**src/rtl/traffic_conflict_monitor_if.sv**
```systemverilog
// Controller-to-lamp bus seen by the traffic conflict monitor.
// The master drives controller patterns; the slave returns lamps and fault status.
interface traffic_conflict_monitor_if;
  logic [2:0] i_ctl_w_to_e;
  logic [2:0] i_ctl_w_to_n;
  logic [2:0] i_ctl_e_to_w;
  logic [2:0] i_ctl_e_to_n;
  logic [2:0] i_ctl_n_to_e;
  logic [2:0] i_ctl_n_to_w;
  logic       i_clear_fault;
  logic [2:0] o_lamp_w_to_e;
  logic [2:0] o_lamp_w_to_n;
  logic [2:0] o_lamp_e_to_w;
  logic [2:0] o_lamp_e_to_n;
  logic [2:0] o_lamp_n_to_e;
  logic [2:0] o_lamp_n_to_w;
  logic       o_fault;
  logic [2:0] o_fault_code;
  logic [2:0] o_fault_chan;

  modport master (
    output i_ctl_w_to_e, i_ctl_w_to_n, i_ctl_e_to_w,
    output i_ctl_e_to_n, i_ctl_n_to_e, i_ctl_n_to_w,
    output i_clear_fault,
    input  o_lamp_w_to_e, o_lamp_w_to_n, o_lamp_e_to_w,
    input  o_lamp_e_to_n, o_lamp_n_to_e, o_lamp_n_to_w,
    input  o_fault, o_fault_code, o_fault_chan
  );

  modport slave (
    input  i_ctl_w_to_e, i_ctl_w_to_n, i_ctl_e_to_w,
    input  i_ctl_e_to_n, i_ctl_n_to_e, i_ctl_n_to_w,
    input  i_clear_fault,
    output o_lamp_w_to_e, o_lamp_w_to_n, o_lamp_e_to_w,
    output o_lamp_e_to_n, o_lamp_n_to_e, o_lamp_n_to_w,
    output o_fault, o_fault_code, o_fault_chan
  );
endinterface

```
**src/rtl/traffic_conflict_monitor.sv**
```systemverilog
// Safety stage between traffic_controller and lamp drivers: registers the six
// movement patterns and forces all-red with a latched fault on unsafe behaviour.
module traffic_conflict_monitor #(
  parameter int MIN_YELLOW = 3,
  parameter int MAX_GO     = 200,
  parameter int RED_CLEAR  = 4,
  parameter int CNT_W      = 16
) (
  input  logic                       clk,
  input  logic                       rst,
  traffic_conflict_monitor_if.slave  bus
);

  localparam logic [2:0] RED = 3'b100;
  localparam logic [2:0] YEL = 3'b010;
  localparam logic [2:0] GRN = 3'b001;

  localparam logic [CNT_W-1:0] CNT_MAX = '1;
  localparam logic [CNT_W-1:0] YEL_MIN = CNT_W'(MIN_YELLOW);
  localparam logic [CNT_W-1:0] GO_MAX  = CNT_W'(MAX_GO);
  localparam logic [CNT_W-1:0] CLR_N   = CNT_W'(RED_CLEAR);

  typedef enum logic [1:0] {
    MONITOR = 2'd0,
    FAULT   = 2'd1,
    RECOVER = 2'd2
  } state_t;

  function automatic logic [CNT_W-1:0] f_inc(
    input logic [CNT_W-1:0] v
  );
    return (v == CNT_MAX) ? v : v + 1'b1;
  endfunction

  function automatic logic [2:0] f_low(input logic [5:0] v);
    logic [2:0] r;
    r = '0;
    for (int i = 5; i >= 0; i--) begin
      if (v[i]) r = 3'(i);
    end
    return r;
  endfunction

  function automatic logic f_ok(input logic [2:0] p);
    return (p == RED) || (p == YEL) || (p == GRN);
  endfunction

  logic [2:0]       w_ctl  [6];
  logic [2:0]       r_prev [6];
  logic [CNT_W-1:0] r_yel  [6];
  logic [CNT_W-1:0] r_go   [6];
  logic [2:0]       r_lamp [6];
  logic [2:0]       w_lamp [6];

  state_t           r_state;
  state_t           w_state;
  logic             r_fault;
  logic             w_fault;
  logic [2:0]       r_code;
  logic [2:0]       w_code;
  logic [2:0]       r_chan;
  logic [2:0]       w_chan;
  logic [CNT_W-1:0] r_clr;
  logic [CNT_W-1:0] w_clr;
  logic [CNT_W-1:0] w_clr_inc;

  logic [5:0] w_nred;
  logic [5:0] w_inv;
  logic [5:0] w_conf;
  logic [5:0] w_ill;
  logic [5:0] w_shy;
  logic [5:0] w_wd;
  logic [2:0] w_det_code;
  logic [2:0] w_det_chan;

  assign w_ctl[0] = bus.i_ctl_w_to_e;
  assign w_ctl[1] = bus.i_ctl_w_to_n;
  assign w_ctl[2] = bus.i_ctl_e_to_w;
  assign w_ctl[3] = bus.i_ctl_e_to_n;
  assign w_ctl[4] = bus.i_ctl_n_to_e;
  assign w_ctl[5] = bus.i_ctl_n_to_w;

  assign bus.o_lamp_w_to_e = r_lamp[0];
  assign bus.o_lamp_w_to_n = r_lamp[1];
  assign bus.o_lamp_e_to_w = r_lamp[2];
  assign bus.o_lamp_e_to_n = r_lamp[3];
  assign bus.o_lamp_n_to_e = r_lamp[4];
  assign bus.o_lamp_n_to_w = r_lamp[5];
  assign bus.o_fault       = r_fault;
  assign bus.o_fault_code  = r_code;
  assign bus.o_fault_chan  = r_chan;

  always_comb begin
    w_nred = '0;
    w_inv  = '0;
    w_ill  = '0;
    w_shy  = '0;
    w_wd   = '0;
    for (int i = 0; i < 6; i++) begin
      w_nred[i] = (w_ctl[i] != RED);
      w_inv[i]  = !f_ok(w_ctl[i]);
      w_ill[i]  = f_ok(r_prev[i]) && f_ok(w_ctl[i]) &&
                  (((r_prev[i] == RED) && (w_ctl[i] == YEL)) ||
                   ((r_prev[i] == GRN) && (w_ctl[i] == RED)) ||
                   ((r_prev[i] == YEL) && (w_ctl[i] == GRN)));
      w_shy[i]  = (r_prev[i] == YEL) && (w_ctl[i] == RED) &&
                  (r_yel[i] < YEL_MIN);
      w_wd[i]   = w_nred[i] && (r_go[i] == GO_MAX);
    end
  end

  // Each pair is flagged on its lower index so f_low yields the reported chan.
  always_comb begin
    w_conf    = '0;
    w_conf[0] = w_nred[0] && (w_nred[4] || w_nred[5]);
    w_conf[1] = w_nred[1] && (w_nred[2] || w_nred[4] || w_nred[5]);
    w_conf[2] = w_nred[2] && w_nred[5];
  end

  always_comb begin
    w_det_code = 3'd0;
    w_det_chan = 3'd0;
    if (|w_inv) begin
      w_det_code = 3'd1;
      w_det_chan = f_low(w_inv);
    end else if (|w_conf) begin
      w_det_code = 3'd2;
      w_det_chan = f_low(w_conf);
    end else if (|w_ill) begin
      w_det_code = 3'd3;
      w_det_chan = f_low(w_ill);
    end else if (|w_shy) begin
      w_det_code = 3'd4;
      w_det_chan = f_low(w_shy);
    end else if (|w_wd) begin
      w_det_code = 3'd5;
      w_det_chan = f_low(w_wd);
    end
  end

  always_ff @(posedge clk) begin
    if (rst) begin
      for (int i = 0; i < 6; i++) begin
        r_prev[i] <= RED;
        r_yel[i]  <= '0;
        r_go[i]   <= '0;
      end
    end else begin
      for (int i = 0; i < 6; i++) begin
        r_prev[i] <= w_ctl[i];
        r_yel[i]  <= (w_ctl[i] == YEL) ? f_inc(r_yel[i]) : '0;
        r_go[i]   <= w_nred[i] ? f_inc(r_go[i]) : '0;
      end
    end
  end

  assign w_clr_inc = f_inc(r_clr);

  always_comb begin
    w_state = r_state;
    w_fault = r_fault;
    w_code  = r_code;
    w_chan  = r_chan;
    w_clr   = r_clr;
    for (int i = 0; i < 6; i++) w_lamp[i] = RED;
    unique case (r_state)
      MONITOR: begin
        if (w_det_code != 3'd0) begin
          w_state = FAULT;
          w_fault = 1'b1;
          w_code  = w_det_code;
          w_chan  = w_det_chan;
        end else begin
          for (int i = 0; i < 6; i++) w_lamp[i] = w_ctl[i];
        end
      end
      FAULT: begin
        if (bus.i_clear_fault) begin
          w_state = RECOVER;
          w_clr   = '0;
        end
      end
      RECOVER: begin
        if (|w_inv) begin
          w_state = FAULT;
          w_code  = 3'd1;
          w_chan  = f_low(w_inv);
          w_clr   = '0;
        end else if (w_nred == 6'd0) begin
          w_clr = w_clr_inc;
          if (w_clr_inc == CLR_N) begin
            w_state = MONITOR;
            w_fault = 1'b0;
            w_code  = 3'd0;
            w_chan  = 3'd0;
            w_clr   = '0;
          end
        end else begin
          w_clr = '0;
        end
      end
      default: begin
        w_state = MONITOR;
      end
    endcase
  end

  always_ff @(posedge clk) begin
    if (rst) begin
      r_state <= MONITOR;
      r_fault <= 1'b0;
      r_code  <= 3'd0;
      r_chan  <= 3'd0;
      r_clr   <= '0;
      for (int i = 0; i < 6; i++) r_lamp[i] <= RED;
    end else begin
      r_state <= w_state;
      r_fault <= w_fault;
      r_code  <= w_code;
      r_chan  <= w_chan;
      r_clr   <= w_clr;
      for (int i = 0; i < 6; i++) r_lamp[i] <= w_lamp[i];
    end
  end

endmodule

```
**src/flat_wrapper.sv**
```systemverilog
// flat-port wrapper written by rule: the top's interface ports become plain ports
module traffic_conflict_monitor_flat 
#(
  parameter int MIN_YELLOW = 3,
  parameter int MAX_GO     = 200,
  parameter int RED_CLEAR  = 4,
  parameter int CNT_W      = 16
)
  (clk, rst, bus_i_ctl_w_to_e, bus_i_ctl_w_to_n, bus_i_ctl_e_to_w, bus_i_ctl_e_to_n, bus_i_ctl_n_to_e, bus_i_ctl_n_to_w, bus_i_clear_fault, bus_o_lamp_w_to_e, bus_o_lamp_w_to_n, bus_o_lamp_e_to_w, bus_o_lamp_e_to_n, bus_o_lamp_n_to_e, bus_o_lamp_n_to_w, bus_o_fault, bus_o_fault_code, bus_o_fault_chan);
  traffic_conflict_monitor_if bus_i ();
  input  logic clk;
  input  logic rst;
  input wire logic [$bits(bus_i.i_ctl_w_to_e)-1:0] bus_i_ctl_w_to_e;
  input wire logic [$bits(bus_i.i_ctl_w_to_n)-1:0] bus_i_ctl_w_to_n;
  input wire logic [$bits(bus_i.i_ctl_e_to_w)-1:0] bus_i_ctl_e_to_w;
  input wire logic [$bits(bus_i.i_ctl_e_to_n)-1:0] bus_i_ctl_e_to_n;
  input wire logic [$bits(bus_i.i_ctl_n_to_e)-1:0] bus_i_ctl_n_to_e;
  input wire logic [$bits(bus_i.i_ctl_n_to_w)-1:0] bus_i_ctl_n_to_w;
  input wire logic [$bits(bus_i.i_clear_fault)-1:0] bus_i_clear_fault;
  output wire logic [$bits(bus_i.o_lamp_w_to_e)-1:0] bus_o_lamp_w_to_e;
  output wire logic [$bits(bus_i.o_lamp_w_to_n)-1:0] bus_o_lamp_w_to_n;
  output wire logic [$bits(bus_i.o_lamp_e_to_w)-1:0] bus_o_lamp_e_to_w;
  output wire logic [$bits(bus_i.o_lamp_e_to_n)-1:0] bus_o_lamp_e_to_n;
  output wire logic [$bits(bus_i.o_lamp_n_to_e)-1:0] bus_o_lamp_n_to_e;
  output wire logic [$bits(bus_i.o_lamp_n_to_w)-1:0] bus_o_lamp_n_to_w;
  output wire logic [$bits(bus_i.o_fault)-1:0] bus_o_fault;
  output wire logic [$bits(bus_i.o_fault_code)-1:0] bus_o_fault_code;
  output wire logic [$bits(bus_i.o_fault_chan)-1:0] bus_o_fault_chan;
  assign bus_i.i_ctl_w_to_e = bus_i_ctl_w_to_e;
  assign bus_i.i_ctl_w_to_n = bus_i_ctl_w_to_n;
  assign bus_i.i_ctl_e_to_w = bus_i_ctl_e_to_w;
  assign bus_i.i_ctl_e_to_n = bus_i_ctl_e_to_n;
  assign bus_i.i_ctl_n_to_e = bus_i_ctl_n_to_e;
  assign bus_i.i_ctl_n_to_w = bus_i_ctl_n_to_w;
  assign bus_i.i_clear_fault = bus_i_clear_fault;
  assign bus_o_lamp_w_to_e = bus_i.o_lamp_w_to_e;
  assign bus_o_lamp_w_to_n = bus_i.o_lamp_w_to_n;
  assign bus_o_lamp_e_to_w = bus_i.o_lamp_e_to_w;
  assign bus_o_lamp_e_to_n = bus_i.o_lamp_e_to_n;
  assign bus_o_lamp_n_to_e = bus_i.o_lamp_n_to_e;
  assign bus_o_lamp_n_to_w = bus_i.o_lamp_n_to_w;
  assign bus_o_fault = bus_i.o_fault;
  assign bus_o_fault_code = bus_i.o_fault_code;
  assign bus_o_fault_chan = bus_i.o_fault_chan;
  traffic_conflict_monitor #(.MIN_YELLOW(MIN_YELLOW), .MAX_GO(MAX_GO), .RED_CLEAR(RED_CLEAR), .CNT_W(CNT_W)) u_core (.clk(clk), .rst(rst), .bus(bus_i));
endmodule
```
**config.mk**
```make
export PLATFORM = sky130hd
export DESIGN_NAME = traffic_conflict_monitor_flat
export DESIGN_NICKNAME = d
export VERILOG_FILES = /design/src/rtl/traffic_conflict_monitor_if.sv /design/src/rtl/traffic_conflict_monitor.sv /design/src/flat_wrapper.sv
export SDC_FILE = /design/constraint.sdc
export NUM_CORES = 1
export LEC_CHECK = 0
export ABC_AREA = 1
export BUFFER_PORTS_ARGS = -buffer_cell sky130_fd_sc_hd__buf_2
export CAP_MARGIN = 5
export CORE_MARGIN = 8
export CORE_UTILIZATION = 63
export CTS_CLUSTER_DIAMETER = 150
export DETAILED_ROUTE_END_ITERATION = 6
export HOLD_SLACK_MARGIN = 0.02
export PLACE_DENSITY = 0.81
export SLEW_MARGIN = 20
export SYNTH_ARGS = -nofsm -noshare
export SYNTH_HDL_FRONTEND = slang
export SYNTH_SLANG_ARGS = --single-unit
```
**constraint.sdc**
```tcl
create_clock -name clk -period 2.7 [get_ports clk]
set_clock_uncertainty 0.2 [all_clocks]
set_input_delay 0.675 -clock clk [delete_from_list [all_inputs] [get_ports clk]]
set_output_delay 0.675 -clock clk [all_outputs]
set_load 0.1 [all_outputs]
```
-- After elaboration in Yosys (flattened, before gate mapping)
Memory sizes are Yosys's and may differ from the RTL's.
Index checks and enable logic that the tools add are counted.
- $lt $le $gt $ge: 6
- $add $sub $neg: 13
- muxes and demuxes: 115
- reduce and logical (&&, ||, !) cells: 110
- eq/ne operators: 71
- bitwise gates (word level): 24
- operator list (cell ; count):
    two-way mux 16 bit ; 41
    adder 16 x 1 -> 16 bit (second input constant) ; 13
    == test 16 bit (second input constant) ; 13
    two-way mux 3 bit ; 52
    == test 16 x 8 -> 1 bit (second input constant) ; 6
    < comparator 16 x 2 -> 1 bit (second input constant) ; 6
    logical AND 1 bit ; 51
    logical OR 1 bit ; 39
    == test 3 x 1 -> 1 bit (second input constant) ; 12
    == test 3 x 2 -> 1 bit (second input constant) ; 12
    == test 3 bit (second input constant) ; 12
    two-way mux 18 bit ; 2
    one-hot mux 16 bit (2 select lines) ; 1
    bitwise OR 1 bit ; 24
    OR reduction 6 bit ; 4
    inequality test 3 bit (second input constant) ; 6
    == test 16 x 3 -> 1 bit (second input constant) ; 1
    two-way mux 2 bit ; 8
    one-hot mux 3 bit (2 select lines) ; 2
    AND reduction 4 bit ; 2
    two-way mux 1 bit ; 7
    logical NOT 1 bit ; 6
    logical NOT 6 bit ; 1
    inequality test 2 x 1 -> 1 bit (second input constant) ; 3
    12 further kinds ; 15
- memories kept: 4
- output and inout bits: 25
- RAM bits: 228
- input bits: 21
- word-level logic and storage cells: 348
- register bits: 25
- memories (name ; depth ; bits a word ; rd ports ; clocked after memory_dff ; wr ports ; line ; source):
    u_core.r_go ; 6 ; 16 ; 6 ; 0 ; 6 ; traffic_conflict_monitor.sv:51 ; logic [CNT_W-1:0] r_go [6];
    u_core.r_yel ; 6 ; 16 ; 6 ; 0 ; 6 ; traffic_conflict_monitor.sv:50 ; logic [CNT_W-1:0] r_yel [6];
    u_core.r_lamp ; 6 ; 3 ; 6 ; 0 ; 6 ; traffic_conflict_monitor.sv:52 ; logic [2:0] r_lamp [6];
    u_core.r_prev ; 6 ; 3 ; 6 ; 0 ; 6 ; traffic_conflict_monitor.sv:49 ; logic [2:0] r_prev [6];

-- Longest topological paths before layout
An unclocked memory read counts as a cell.
- depth in word-level cells: 17
- mapped depth: 17
- gate-level depth less buffers: 17

-- Worst setup path after synthesis
OpenSTA, ideal clock, no wires.
- kind: input port to flip-flop
- from: input port bus_i_ctl_w_to_n[0]
- to: register u_core.r_chan[0] (netlist: u_core.bus.o_fault_chan[0])
- arrival: 2031 ps
- library setup time: 113 ps
- stages on the path: 16
- buffers on the path: 0
- slack: 357 ps
- required time: 2387 ps
- cell sequence: inv_2 -> nand2_1 -> nor2_1 -> inv_1 -> nand3_1 -> nand2_1 -> nor2_2 -> nand2_1 -> nor2_1 -> nand3_2 -> nor2_8 -> nor2_4 -> nand3_4 -> nand2_1 -> nand2_1 -> nor2_1
- longest elaborated chain between the ends: 12
- elaborated cells on any way between the ends: 52
- those cells by class: eq/ne: 7; mux: 23; reduce/logical: 22
- RTL lines (item ; line ; source):
    from (decl) ; flat_wrapper.sv:14 ; input wire logic [$bits(bus_i.i_ctl_w_to_n)-1:0] bus_i_ctl_w_to_n;
    == test 3 bit / == test 3 x 2 -> 1 bit (equally long branches) ; -- ;
    logical OR 1 bit (tied with other cells) ; traffic_conflict_monitor.sv:45 ; return (p == RED) || (p == YEL) || (p == GRN);
    logical OR 1 bit, on equally long branches ; traffic_conflict_monitor.sv:45, traffic_conflict_monitor.sv:103 ;
    logical AND 1 bit / logical OR 1 bit (equally long branches) ; traffic_conflict_monitor.sv:102, traffic_conflict_monitor.sv:104 ;
    logical AND 1 bit ; traffic_conflict_monitor.sv:102 ; w_ill[i] = f_ok(r_prev[i]) && f_ok(w_ctl[i]) &&
    OR reduction 6 bit / two-way mux 3 bit (equally long branches) ; traffic_conflict_monitor.sv:129, traffic_conflict_monitor.sv:39 ;
    two-way mux 3 bit, on equally long branches ; traffic_conflict_monitor.sv:129, traffic_conflict_monitor.sv:39 ;
    two-way mux 3 bit, on equally long branches ; traffic_conflict_monitor.sv:126, traffic_conflict_monitor.sv:129 ;
    two-way mux 3 bit, on equally long branches ; traffic_conflict_monitor.sv:123, traffic_conflict_monitor.sv:126 ;
    nonzero test 3 bit / two-way mux 3 bit (equally long branches) ; traffic_conflict_monitor.sv:168, traffic_conflict_monitor.sv:123 ;
    inequality test 2 x 1 -> 1 bit (no line) / two-way mux 3 bit (equally long branches) ; -- ;
    AND reduction 4 bit (no line) / one-hot mux 3 bit (2 select lines) (equally long branches) ; -- ;
    to (signal assigned) ; traffic_conflict_monitor.sv:220 ; r_chan <= w_chan;
    to (decl) ; traffic_conflict_monitor.sv:61 ; logic [2:0] r_chan;
Several ways; a longest one is shown, not always the timed one. The select of a mux whose other input is x is not followed.
A chain may end at the register's enable or synchronous reset.

-- Worst setup path in the final report
- from: register u_core.r_clr[0]
- to: register u_core.r_code[0] (netlist: u_core.bus.o_fault_code[0])
- longest elaborated chain between the ends: 5
- elaborated cells on any way between the ends: 6
- those cells by class: add/sub: 1; eq/ne: 3; mux: 1; reduce/logical: 1
- RTL lines (item ; line ; source):
    from (decl) ; traffic_conflict_monitor.sv:63 ; logic [CNT_W-1:0] r_clr;
    from (signal assigned) ; traffic_conflict_monitor.sv:221 ; r_clr <= w_clr;
    adder 16 x 1 -> 16 bit / == test 16 bit (equally long branches) ; traffic_conflict_monitor.sv:32 ; return (v == CNT_MAX) ? v : v + 1'b1;
    two-way mux 16 bit * ; traffic_conflict_monitor.sv:32 ;
    == test 16 x 3 -> 1 bit * ; traffic_conflict_monitor.sv:191 ; if (w_clr_inc == CLR_N) begin
    inequality test 3 x 1 -> 1 bit (no line) * ; -- ;
    AND reduction 4 bit (no line) * ; -- ;
    to (signal assigned) ; traffic_conflict_monitor.sv:219 ; r_code <= w_code;
    to (decl) ; traffic_conflict_monitor.sv:59 ; logic [2:0] r_code;
Mark *: on every way between the ends. The rest lies on a longest branch, timed or not.

==> impl_metrics.prom <==
# TYPE chip_impl_metric gauge
chip_impl_metric{name="die_width",unit="um"} 163.2
chip_impl_info{name="cts_tree",value="built"} 1
chip_impl_metric{name="setup_ws",unit="ns"} 0.2213
chip_impl_metric{name="clock-sinks",unit=""} 253
chip_impl_metric{name="fp-row-count",unit=""} 54
chip_impl_metric{name="slew_viol_final",unit=""} 0
chip_impl_metric{name="timing.final.crit_share",unit=""} 0.9180
chip_impl_info{name="crit_path_end_kind",value="flip-flop"} 1
chip_impl_info{name="crit_chain",value="ha_1 > nand2_1 > nor2_4 > nand2_4 > nor2_8 > inv_4 > o21ai_2 > nand3_2 > nor2_4 > nand4_4 > nand2_4 > nand3_4 > nand2_1 > inv_1 > nor2_1"} 1
chip_impl_metric{name="timing.max_cap.violations",unit=""} 0
chip_impl_metric{name="coreArea",unit="mm2"} 0.02155
chip_impl_info{name="worst_setup_path_start_kind",value="flip-flop"} 1
chip_impl_metric{name="num-nets-final",unit=""} 2175
chip_impl_metric{name="worst_ir_drop_vdd",unit="mV"} 0.5559
chip_impl_metric{name="finalInstanceArea",unit="mm2"} 0.01536
chip_impl_info{name="rsz0062_at_grt",value="no"} 1
chip_impl_metric{name="finalHoldWorstSlack",unit="ns"} 0.1617
chip_impl_metric{name="synth_warnings",unit=""} 0
chip_impl_metric{name="area_used_by_multi_input_combinational_logic",unit="mm2"} 0.007068
chip_impl_info{name="post_synth_main_area_contributors",value="dfxtp_1, nand2_1, inv_1"} 1
chip_impl_metric{name="worst_setup_hold_path_clk_slew",unit="ns"} 0.06
chip_impl_metric{name="postPlaceCellArea",unit="mm2"} 0.01445
chip_impl_metric{name="area.growth.synth_to_final",unit="%"} 12.58
chip_impl_metric{name="dp_slack",unit="ns"} -0.05058
chip_impl_metric{name="grt_pass1_vias",unit=""} 12240
chip_impl_metric{name="final_core_util",unit=""} 0.7128
chip_impl_metric{name="design.portCount",unit=""} 46
chip_impl_metric{name="fill_cells",unit=""} 1752
chip_impl_metric{name="ant_cells",unit=""} 0
chip_impl_metric{name="track_usage",unit=""} 0.2400
chip_impl_info{name="run_status",value="completed"} 1
chip_impl_metric{name="portBuffers",unit=""} 45
chip_impl_metric{name="dp.final_hpwl",unit="mm"} 24.45
chip_impl_metric{name="post-route-min-period",unit="ns"} 2.479
chip_impl_metric{name="number_of_routed_nets_with_antenna_violations",unit=""} 0
chip_impl_metric{name="timing_worst_slew_pin_value",unit="ns"} 0.6521
chip_impl_metric{name="drcViolationCount",unit=""} 0
chip_impl_metric{name="area.sequential",unit="mm2"} 0.005065
chip_impl_info{name="min_path_type",value="input pin to flip-flop"} 1
chip_impl_metric{name="htree_levels",unit=""} 1
chip_impl_info{name="timing.critical_path.slowest_stage_cell",value="dfxtp_1"} 1
chip_impl_metric{name="globalRoute.totalOverflow",unit=""} 0
chip_impl_metric{name="drt-total-wl",unit="mm"} 32.63
chip_impl_metric{name="cts.repair_timing.setup_buffer_count",unit=""} 0
chip_impl_metric{name="routed_wire_length_per_instance",unit="um"} 13.40
chip_impl_info{name="cts.root.buffer_cell",value="clkbuf_16"} 1
chip_impl_metric{name="syn-num-nets",unit=""} 2079
chip_impl_metric{name="timing.max_slew.rel_slack",unit=""} 0.5619
chip_impl_metric{name="yosys.cell_types.count",unit=""} 52
chip_impl_info{name="ys_dominant_reg_cell",value="dfxtp_1"} 1
chip_impl_metric{name="leakagePower",unit="nW"} 6.711
chip_impl_metric{name="floorplan.initialDensity",unit=""} 0.6331
chip_impl_metric{name="highest_attainable_clock_frequency",unit="MHz"} 403.4
chip_impl_metric{name="wire_length_of_the_first_global_routing_pass",unit="mm"} 55.00
chip_impl_metric{name="netlist_instances",unit=""} 2039
chip_impl_metric{name="synth_sequential_area_ratio",unit=""} 0.3712
chip_impl_metric{name="crit_required",unit="ns"} 2.97
chip_impl_metric{name="clock_tree.buffer_depth",unit=""} 3
chip_impl_metric{name="tritoncts.num_buffers",unit=""} 28
chip_impl_metric{name="power_density",unit="mW/mm2"} 523.0
chip_impl_metric{name="worst-endpoint-arrival",unit="ns"} 2.75
chip_impl_metric{name="worst_skew_pair.late_latency",unit="ns"} 0.55
chip_impl_metric{name="setup_viol",unit=""} 0
chip_impl_metric{name="synth-seq-cells",unit=""} 253
chip_impl_metric{name="post_route_cells_drive_above_1_share",unit=""} 0.1040
chip_impl_metric{name="dr.pass1.iters",unit=""} 7
chip_impl_metric{name="yosys.area.top_type_share",unit=""} 0.3712
chip_impl_metric{name="number_of_enable_type_register_cells_in_the_synthesized_netlist",unit=""} 0
chip_impl_info{name="worst_path_dominant_cell_family",value="simple AND/OR/NAND/NOR gates"} 1
chip_impl_metric{name="place_congestion",unit=""} 0.9418
chip_impl_info{name="synth_top_cell_by_area",value="dfxtp_1"} 1
chip_impl_metric{name="routed_via_density",unit=""} 5.415
chip_impl_metric{name="die_area",unit="mm2"} 0.02662
chip_impl_metric{name="final_hold_viol_count",unit=""} 0
chip_impl_metric{name="async_set_reset_flop_share_out_of_synthesis",unit=""} 0
chip_impl_metric{name="grt_start_max_net_pins",unit=""} 33
chip_impl_metric{name="worst_path_largest_cell_delay",unit="ns"} 0.41
chip_impl_metric{name="initialDrtViolationCount",unit=""} 1131
chip_impl_metric{name="cp_num_buf_inv",unit=""} 2
chip_impl_metric{name="critical_path_peak_fanout",unit=""} 17
chip_impl_metric{name="synthesis.area_per_instance",unit="um2"} 6.692
chip_impl_info{name="setup.worst_path.class",value="flip-flop to flip-flop"} 1
chip_impl_metric{name="vert_die_dim",unit="um"} 163.2
chip_impl_metric{name="syn_area",unit="mm2"} 0.01365
chip_impl_metric{name="vias",unit=""} 13180
chip_impl_metric{name="antenna_found_initial",unit=""} 1
-- tightest hold or removal path, cell delays in order --
cell and delay, ns:
buf_2 0.12, inv_2 0.05, nand2_1 0.04
-- cells in the final DEF (no fill, tap or decap), drive strengths merged, types with 2 or more instances in the layout --
cell type	netlist	routed
clkinvlp	0	4
a221oi	2	2
a211oi	9	9
a21oi	109	109
dfxtp	253	253
clkbuf	6	36
nor3	122	122
nor4	17	17
a31oi	11	11
o311ai	3	3
o21ai	90	90
xor2	66	66
clkinv	7	13
bufinv	0	2
nor3b	2	2
xnor2	14	14
nand2	360	360
o211ai	4	4
ha	19	19
nand4	52	52
buf	9	81
inv	378	379
a2111oi	2	2
nand3b	5	5
o311a	2	2
and2	2	2
nand3	163	163
nor2	317	317
or2	8	8
-- cell type report --
type | instances | area share
repair buffers | 81 | 0.03388
inverters | 385 | 0.09423
multi-input cells | 1386 | 0.4601
flip-flops and latches | 253 | 0.3297
well taps | 280 | 0.02281
clock buffers | 36 | 0.04952
clock inverters | 13 | 0.009774
-- through the flow --
| stage | TNS [ns] | cells | total power [mW] |
|---|---|---|---|
| after floorplan | 0 | 2039 | 4.217 |
| after global routing | 0 | 2434 | 8.292 |
| after CTS | 0 | 2434 | 8.092 |
| after global placement | 0 | 2385 | 4.364 |
| final | 0 | 2434 | 8.034 |
| after detailed placement | -0.4958 | 2385 | 4.378 |
-- layer usage --
metal,global-route usage,wire length [um],vias up,share of wire
met1,0.3145,15070,6022,0.46
met3,0.03553,1645,76,0.050
li1,-,-,6732,-
met4,0.08173,999,2,0.031
met2,0.3971,14900,349,0.46
met5,0,13,-,0.00040
-- synth_stat cells, types with 6 or more instances --
cell and n:
nor3_1 107, inv_1 343, nor3_2 15, xnor2_1 14, xor2_1 66, a21oi_1 109
clkinv_1 7, ha_1 19, dfxtp_1 253, nor4_1 16, a211oi_1 9, nand2_1 353
a31oi_1 11, o21ai_0 88, nand4_1 51, nor2_2 14, clkbuf_1 6, nand3_2 9
nor2_1 293, inv_2 34, nor2_4 8, nand3_1 153
-- flip-flops by register name, indices dropped and copies added, names as in the netlist --
signal,count
u_core.r_clr,16
u_core.r_yel,96
u_core.r_go,96
u_core.r_state,2
u_core.r_prev,18
u_core.bus.o_fault_code,3
u_core.bus.o_fault,1
u_core.bus.o_fault_chan,3
u_core.r_lamp,18
-- logic make-up (layout without fill, tap and decap cells) --
| family | after synthesis | after routing | share of synthesized area |
|---|---|---|---|
| AOI/OAI and AO/OA | 239 | 239 | 0.09536 |
| and+or+nand+nor | 1048 | 1048 | 0.3535 |
| DFF | 253 | 253 | 0.3712 |
| adders and majority gates | 19 | 19 | 0.01742 |
| xor gates and xnor gates | 80 | 80 | 0.05135 |
| buffers and inverters | 400 | 515 | 0.1112 |
-- repair_timing --
action,in CTS,in global routing
resized for setup,0,1
hold buffers,0,0
endpoints found under the setup margin,0,3
-- worst paths after layout --
kind	slack, ns	endpoint	start	cells past startpoint
worst min register to register	0.28	u_core.r_yel[1][1]$_SDFFE_PP0P_	u_core.r_yel[1][1]$_SDFFE_PP0P_	2
worst min-delay path	0.16	u_core.r_prev[0][8]$_SDFF_PP1_	bus_i_ctl_e_to_w[2]	3
worst max register to register	0.22	u_core.bus.o_fault_code[0]$_SDFFE_PP0P_	u_core.r_clr[0]$_SDFFE_PP0P_	15
worst max-delay path	0.22	u_core.bus.o_fault_code[0]$_SDFFE_PP0P_	u_core.r_clr[0]$_SDFFE_PP0P_	15
-- report_power, final --
group          internal, mW  switching (mW)  total (mW)  leakage, nW
combinational         0.144           0.336       0.480         4.23
clock                  2.19            1.54        3.73        0.434
sequential             3.78          0.0425        3.83         2.05
Power figures use the tool's default switching activity.
